File: src/rtl/cpu_pipe_pkg.sv
// Shared encodings for the 5-stage MIPS pipeline: ALUOp/funct codes and the
// bundled control word that travels from ID into EX.
package cpu_pipe_pkg;

    localparam logic [1:0] ALUOP_MEM   = 2'b00;
    localparam logic [1:0] ALUOP_BR    = 2'b01;
    localparam logic [1:0] ALUOP_RTYPE = 2'b10;

    localparam logic [5:0] FUNCT_ADD = 6'b100000;
    localparam logic [5:0] FUNCT_SUB = 6'b100010;
    localparam logic [5:0] FUNCT_AND = 6'b100100;
    localparam logic [5:0] FUNCT_OR  = 6'b100101;
    localparam logic [5:0] FUNCT_SLT = 6'b101010;

    typedef struct packed {
        logic       valid;
        logic       reg_write;
        logic       mem_to_reg;
        logic       mem_read;
        logic       mem_write;
        logic       branch;
        logic       alu_src;
        logic       reg_dst;
        logic [1:0] alu_op;
    } ex_ctrl_t;

    localparam int unsigned CTRL_W = $bits(ex_ctrl_t);

    // A bubble must never write the register file or memory.
    localparam ex_ctrl_t CTRL_BUBBLE = '0;

endpackage

File: src/rtl/pipe_field_reg.sv
// Pipeline field register: sync reset to zero, sync clear to a fixed value,
// otherwise hold or load. Priority is reset > clear > hold > load.
module pipe_field_reg #(
    parameter int unsigned       Width    = 8,
    parameter logic [Width-1:0]  ClearVal = '0
) (
    input  logic             clk,
    input  logic             reset,
    input  logic             clear,
    input  logic             hold,
    input  logic [Width-1:0] d,
    output logic [Width-1:0] q
);

    logic [Width-1:0] field_d;
    logic [Width-1:0] field_q;

    always_comb begin
        field_d = field_q;
        if (clear) begin
            field_d = ClearVal;
        end else if (!hold) begin
            field_d = d;
        end
    end

    always_ff @(posedge clk) begin
        if (reset) begin
            field_q <= '0;
        end else begin
            field_q <= field_d;
        end
    end

    assign q = field_q;

endmodule

File: src/rtl/id_ex_pipeline_reg.sv
// ID/EX pipeline register: carries decoded control and operand data into EX,
// with stall (hold) and flush (bubble) support.
module id_ex_pipeline_reg
    import cpu_pipe_pkg::*;
#(
    parameter int unsigned DATA_W = 32,
    parameter int unsigned REG_W  = 5
) (
    input  logic              clk,
    input  logic              reset,
    input  logic              stall,
    input  logic              flush,
    input  logic              id_valid,
    input  logic              id_reg_write,
    input  logic              id_mem_to_reg,
    input  logic              id_mem_read,
    input  logic              id_mem_write,
    input  logic              id_branch,
    input  logic              id_alu_src,
    input  logic              id_reg_dst,
    input  logic [1:0]        id_alu_op,
    input  logic [5:0]        id_funct,
    input  logic [DATA_W-1:0] id_pc_plus4,
    input  logic [DATA_W-1:0] id_read_data1,
    input  logic [DATA_W-1:0] id_read_data2,
    input  logic [DATA_W-1:0] id_sign_imm,
    input  logic [REG_W-1:0]  id_rs,
    input  logic [REG_W-1:0]  id_rt,
    input  logic [REG_W-1:0]  id_rd,
    output logic              ex_valid,
    output logic              ex_reg_write,
    output logic              ex_mem_to_reg,
    output logic              ex_mem_read,
    output logic              ex_mem_write,
    output logic              ex_branch,
    output logic              ex_alu_src,
    output logic              ex_reg_dst,
    output logic [1:0]        ex_alu_op,
    output logic [5:0]        ex_funct,
    output logic [DATA_W-1:0] ex_pc_plus4,
    output logic [DATA_W-1:0] ex_read_data1,
    output logic [DATA_W-1:0] ex_read_data2,
    output logic [DATA_W-1:0] ex_sign_imm,
    output logic [REG_W-1:0]  ex_rs,
    output logic [REG_W-1:0]  ex_rt,
    output logic [REG_W-1:0]  ex_rd
);

    localparam int unsigned DataBundleW = 6 + 4 * DATA_W + 3 * REG_W;

    ex_ctrl_t               ctrl_in;
    ex_ctrl_t               ctrl_out;
    logic [CTRL_W-1:0]      ctrl_q;
    logic                   ctrl_clear;
    logic [DataBundleW-1:0] data_in;
    logic [DataBundleW-1:0] data_q;

    always_comb begin
        ctrl_in            = CTRL_BUBBLE;
        ctrl_in.valid      = id_valid;
        ctrl_in.reg_write  = id_reg_write;
        ctrl_in.mem_to_reg = id_mem_to_reg;
        ctrl_in.mem_read   = id_mem_read;
        ctrl_in.mem_write  = id_mem_write;
        ctrl_in.branch     = id_branch;
        ctrl_in.alu_src    = id_alu_src;
        ctrl_in.reg_dst    = id_reg_dst;
        ctrl_in.alu_op     = id_alu_op;
    end

    // An invalid instruction only bubbles the control word when it would
    // actually be loaded; during a stall the resident control must be kept.
    assign ctrl_clear = flush | (~stall & ~id_valid);

    assign data_in = {id_funct, id_pc_plus4, id_read_data1, id_read_data2, id_sign_imm,
                      id_rs, id_rt, id_rd};

    pipe_field_reg #(
        .Width    (CTRL_W),
        .ClearVal (CTRL_BUBBLE)
    ) u_ctrl_reg (
        .clk   (clk),
        .reset (reset),
        .clear (ctrl_clear),
        .hold  (stall),
        .d     (ctrl_in),
        .q     (ctrl_q)
    );

    // Data is zeroed on flush so a stale rs/rt cannot trigger forwarding.
    pipe_field_reg #(
        .Width    (DataBundleW),
        .ClearVal ('0)
    ) u_data_reg (
        .clk   (clk),
        .reset (reset),
        .clear (flush),
        .hold  (stall),
        .d     (data_in),
        .q     (data_q)
    );

    assign ctrl_out = ex_ctrl_t'(ctrl_q);

    assign ex_valid      = ctrl_out.valid;
    assign ex_reg_write  = ctrl_out.reg_write;
    assign ex_mem_to_reg = ctrl_out.mem_to_reg;
    assign ex_mem_read   = ctrl_out.mem_read;
    assign ex_mem_write  = ctrl_out.mem_write;
    assign ex_branch     = ctrl_out.branch;
    assign ex_alu_src    = ctrl_out.alu_src;
    assign ex_reg_dst    = ctrl_out.reg_dst;
    assign ex_alu_op     = ctrl_out.alu_op;

    assign {ex_funct, ex_pc_plus4, ex_read_data1, ex_read_data2, ex_sign_imm,
            ex_rs, ex_rt, ex_rd} = data_q;

endmodule

File: config.mk
export PLATFORM = sky130hd
export DESIGN_NAME = id_ex_pipeline_reg
export DESIGN_NICKNAME = d
export VERILOG_FILES = /design/src/rtl/cpu_pipe_pkg.sv /design/src/rtl/pipe_field_reg.sv /design/src/rtl/id_ex_pipeline_reg.sv
export SDC_FILE = /design/constraint.sdc
export NUM_CORES = 1
export LEC_CHECK = 0
export BUFFER_PORTS_ARGS = -buffer_cell sky130_fd_sc_hd__buf_2
export CAP_MARGIN = 30
export CORE_AREA = 2 2 124 126
export DETAILED_ROUTE_END_ITERATION = 10
export DIE_AREA = 0 0 126 128
export PLACE_DENSITY_LB_ADDON = 0.1
export SYNTH_ARGS = -nofsm -noshare
export SYNTH_HDL_FRONTEND = slang
export SYNTH_SLANG_ARGS = --single-unit
File: constraint.sdc
create_clock -name clk -period 1.2 [get_ports clk]
set_input_delay 0 -clock clk [delete_from_list [all_inputs] [get_ports clk]]
set_output_delay 0 -clock clk [all_outputs]
set_load 0.005 [all_outputs]
[Word level (Yosys, flattened, before mapping)]
Index checks and enable logic that the tools add are counted.
Storage, ports and cells
  input port bits: 163
  output and inout bits: 159
  word-level logic and storage cells: 8
  register bits: 159
Cells by class
  reductions and logical operators: 2
  bitwise logic cells: 4
Operators with widths (count)
  $reduce_or A2 Y1: 2
  $not A1 Y1: 2
  $and A1 B1 Y1: 1
  $or A1 B1 Y1: 1

[Depth between registers and ports, before layout]
  word-level depth: 4
  mapped depth: 5
  gate-level depth less buffers: 2

[By module]
A second synthesis with hierarchy kept.
Second synthesis, totals
  cell total of the unflattened synthesis: 516
  area total of the unflattened synthesis: 5745.5 um^2
By module, submodules not included
  pipe_field_reg (u_data_reg): cells each 482, seq. area each 2982.9 um^2, times used 1, area each 5375.2 um^2
  pipe_field_reg (u_ctrl_reg): cells each 33, seq. area each 200.2 um^2, times used 1, area each 362.8 um^2
  id_ex_pipeline_reg: cells each 1, seq. area each 0.0 um^2, times used 1, area each 7.5 um^2

[Worst setup path after synthesis]
OpenSTA, ideal clock, no wires.
  path type: input to register
  start: in stall
  end: reg u_data_reg.field_q[21] (netlist: u_data_reg.q[21])
  path buffers: 3
  path slack: 0.432 ns
  setup time: 0.128 ns
  stages: 5
  data required time: 1.072 ns
  arrival: 0.641 ns
  cell sequence: buf_4 buf_6 buf_4 mux2i_1 nor2_1
RTL lines
  start, declared: line id_ex_pipeline_reg.sv:11  | input logic stall,
  end signal, assigned: line pipe_field_reg.sv:31  | field_q <= field_d;
  end, declared: line pipe_field_reg.sv:16  | logic [Width-1:0] field_q;

==> results.txt <==
R2R Path Start = u_data_reg.q[133]
Worst Hold Depth = 3
pwr/cell area = 1330 mW/mm^2
setup TNS = 0 ns
sequential share of the synthesized area = 0.557
chip width = 126 um
post-route cell area = 0.00976 sq mm
count of cell types in the netlist = 12
CTS tree = done
Seq pwr share = 0.426
synthesized area = 0.00571 sq mm
post-synth top area share = 0.557
FF-to-FF path depth = 2
Hold Crit Start = stall
clk sinks = 159
asr flop ratio synth = 0
initial DRC count = 181
largest buffer count on any clock path = 2
Pleak = 4.98 nW
final period utilization = 0.882
die footprint = 0.0161 sq mm
Slew Limit Fails = 0
most common flop cell mapped by yosys = dfxtp_1
Post-Layout Cell Count = 1209
worst setup path start = id_alu_op[0]
routability cong. = 0.757
Worst Setup End Kind = register
vias in the first global route = 5650
VDD IR max = 805 uV
synth warn = 0
Post-Syn Area per Cell = 10.9 sq um
P_sw = 0.00283 W
Detail Placement HPWL = 11300 um
crit path kind = primary input to register
Max-cap violations = 0
placed cell count = 1008
layout cell share with drive strength beyond 1 = 0.359
R2R Path End = u_data_reg.q[133]
Final setup viols = 0
largest fanout on the critical path = 1
CTS H-tree depth = 4
WP data arrival = 1.40 ns
grt total ovfl = 0
synth cell count leaders = 159 x dfxtp_1, 150 x mux2i_1, 150 x nor2_1, 15 x buf_6, 14 x buf_4
leading area contributor after synthesis = dfxtp_1
Synth area leaders = dfxtp_1 56%, mux2i_1 26%, nor2_1 9.9%, buf_6 3.0%, buf_4 1.8%
Vias/cell = 4.49
Synth Instances = 525
max frequency = 0.945 GHz
Clock Skews = 0 ns
Post-Route WL = 17300 um
clock power share = 0.452
initial antenna violation count = 0
Ports = 322
clk slew on worst S/H paths = 0.07 ns
vias = 5423
largest net degree at the start of global routing = 67
post-cts resize count = 0
CTS Buf Count = 17
Worst-Margin Slew = 0.295 ns
relative slew slack = 0.803
Switching Share = 0.218
Hold Violations, Final = 0
drt first pass iters = 4
DRC violation count after routing = 0
DRT antenna net count = 0
Placement Rows = 45
Placed Instance Area = 0.00742 sq mm
combinational share of power = 0.122
syn nets = 688
Hold Crit Endpoint = u_data_reg.q[143]
status = finished, final reports clean
# port buffers = 321
smallest hold slack = 0.0114 ns
CTS root buffer = clkbuf_16
unrepaired setup endpoints after global routing = false
Die Span Y = 128 um
minimum clock period = 1.06 ns
initial core utilization = 0.384
drt wl/cell = 14.3 um
most frequent cell after synthesis = dfxtp_1
Required @ worst endpoint = 1.54 ns
Core Area = 0.0149 sq mm
HP Class = primary input to register
CP Launch Type = primary input
all-layer global routing usage = 0.211
post-synthesis register bit count = 159
Final nets = 1170
Skew-Pair Late Insertion Delay = 0.41 ns
Worst R2R Setup Slack = 0.52 ns
first-pass GRT wire length = 27300 um
Pint = 0.0102 W
area grow syn2layout = 70.8%
Post-synth EDFFs = 0
## cells by family after synthesis
kind of cell | share of synthesized area
muxes | 0.263
and+or+nand+nor | 0.117
DFF | 0.557
buffers and inverters | 0.0545
AOI/OAI and AO/OA | 0.00789
## per-layer routing
| metal | up-vias | routed length [um] | GRT usage |
|---|---|---|---|
| met5 | - | 0 | 0 |
| met2 | 230 | 8560 | 0.373 |
| met3 | 30 | 1350 | 0.0668 |
| li1 | 2700 | - | - |
| met4 | 0 | 369 | 0.0840 |
| met1 | 2463 | 7010 | 0.237 |
## critical path: stages
cell	delay, ns
dlygate4sd3_1	0.53
buf_2	0.10
nand3b_1	0.06
dlygate4sd3_1	0.55
a21oi_1	0.14
## power groups by stage
stage / Clock, W / Sequential, W / Combinational, W
after floorplan: 0 / 0.00566 / 0.000613
after global placement: 0 / 0.00564 / 0.00112
after detailed placement: 0 / 0.00565 / 0.00114
after CTS: 0.00602 / 0.00553 / 0.00157
after global routing: 0.00626 / 0.00555 / 0.00171
final: 0.00587 / 0.00554 / 0.00158
## cell type report
type / instances / area (sq um)
Antenna cell: 1 / 2.50
Clock buffer: 18 / 439
Clock inverter: 14 / 215
Fill cell: 1192 / 5110
Multi-Input combinational cell: 328 / 2220
Sequential cell: 159 / 3180
Tap cell: 188 / 235
Timing Repair Buffer: 501 / 3460
## worst max path at each step
stage / to / slack [ns]
after floorplan: u_data_reg.q[21] / 0.43
after global placement: u_data_reg.q[44] / 0.28
after detailed placement: u_data_reg.q[48] / 0.23
after CTS: u_data_reg.q[10] / 0.07
after global routing: u_ctrl_reg.q[0] / 0.1
final: u_ctrl_reg.q[0] / 0.14
## registers in the layout, indices dropped and copies added (netlist names)
signal / cells
u_ctrl_reg.q: 10
u_data_reg.q: 149
## what timing repair did
| action | 4_1_cts | 5_1_grt |
|---|---|---|
| hold buffers | 169 | 0 |
| hold endpoints to repair | 159 | 0 |
| setup buffers | 0 | 0 |
| setup endpoints to repair | 0 | 1 |
## stage by stage
step	total power, W	utilization	worst slack [ns]
final	0.0130	0.656	0.142
after global routing	0.0135	0.656	0.0955
after CTS	0.0131	0.657	0.0714
after detailed placement	0.00679	0.499	0.228
after global placement	0.00676	0.499	0.282
after floorplan	0.00628	-	0.432
## cells in the final DEF, fill, tap and decap left out, drive strengths merged
master       synthesis  routed
buf                 33     332
dlygate4sd3          0     168
dfxtp              159     159
mux2i              150     150
nor2               150     150
clkbuf               5      19
nand2                9       9
nand3b               9       9
a21oi                9       9
clkinv               0       7
bufinv               0       5
clkinvlp             0       2
diode                0       1
or2                  1       1
(Power assumes the default switching activity.)
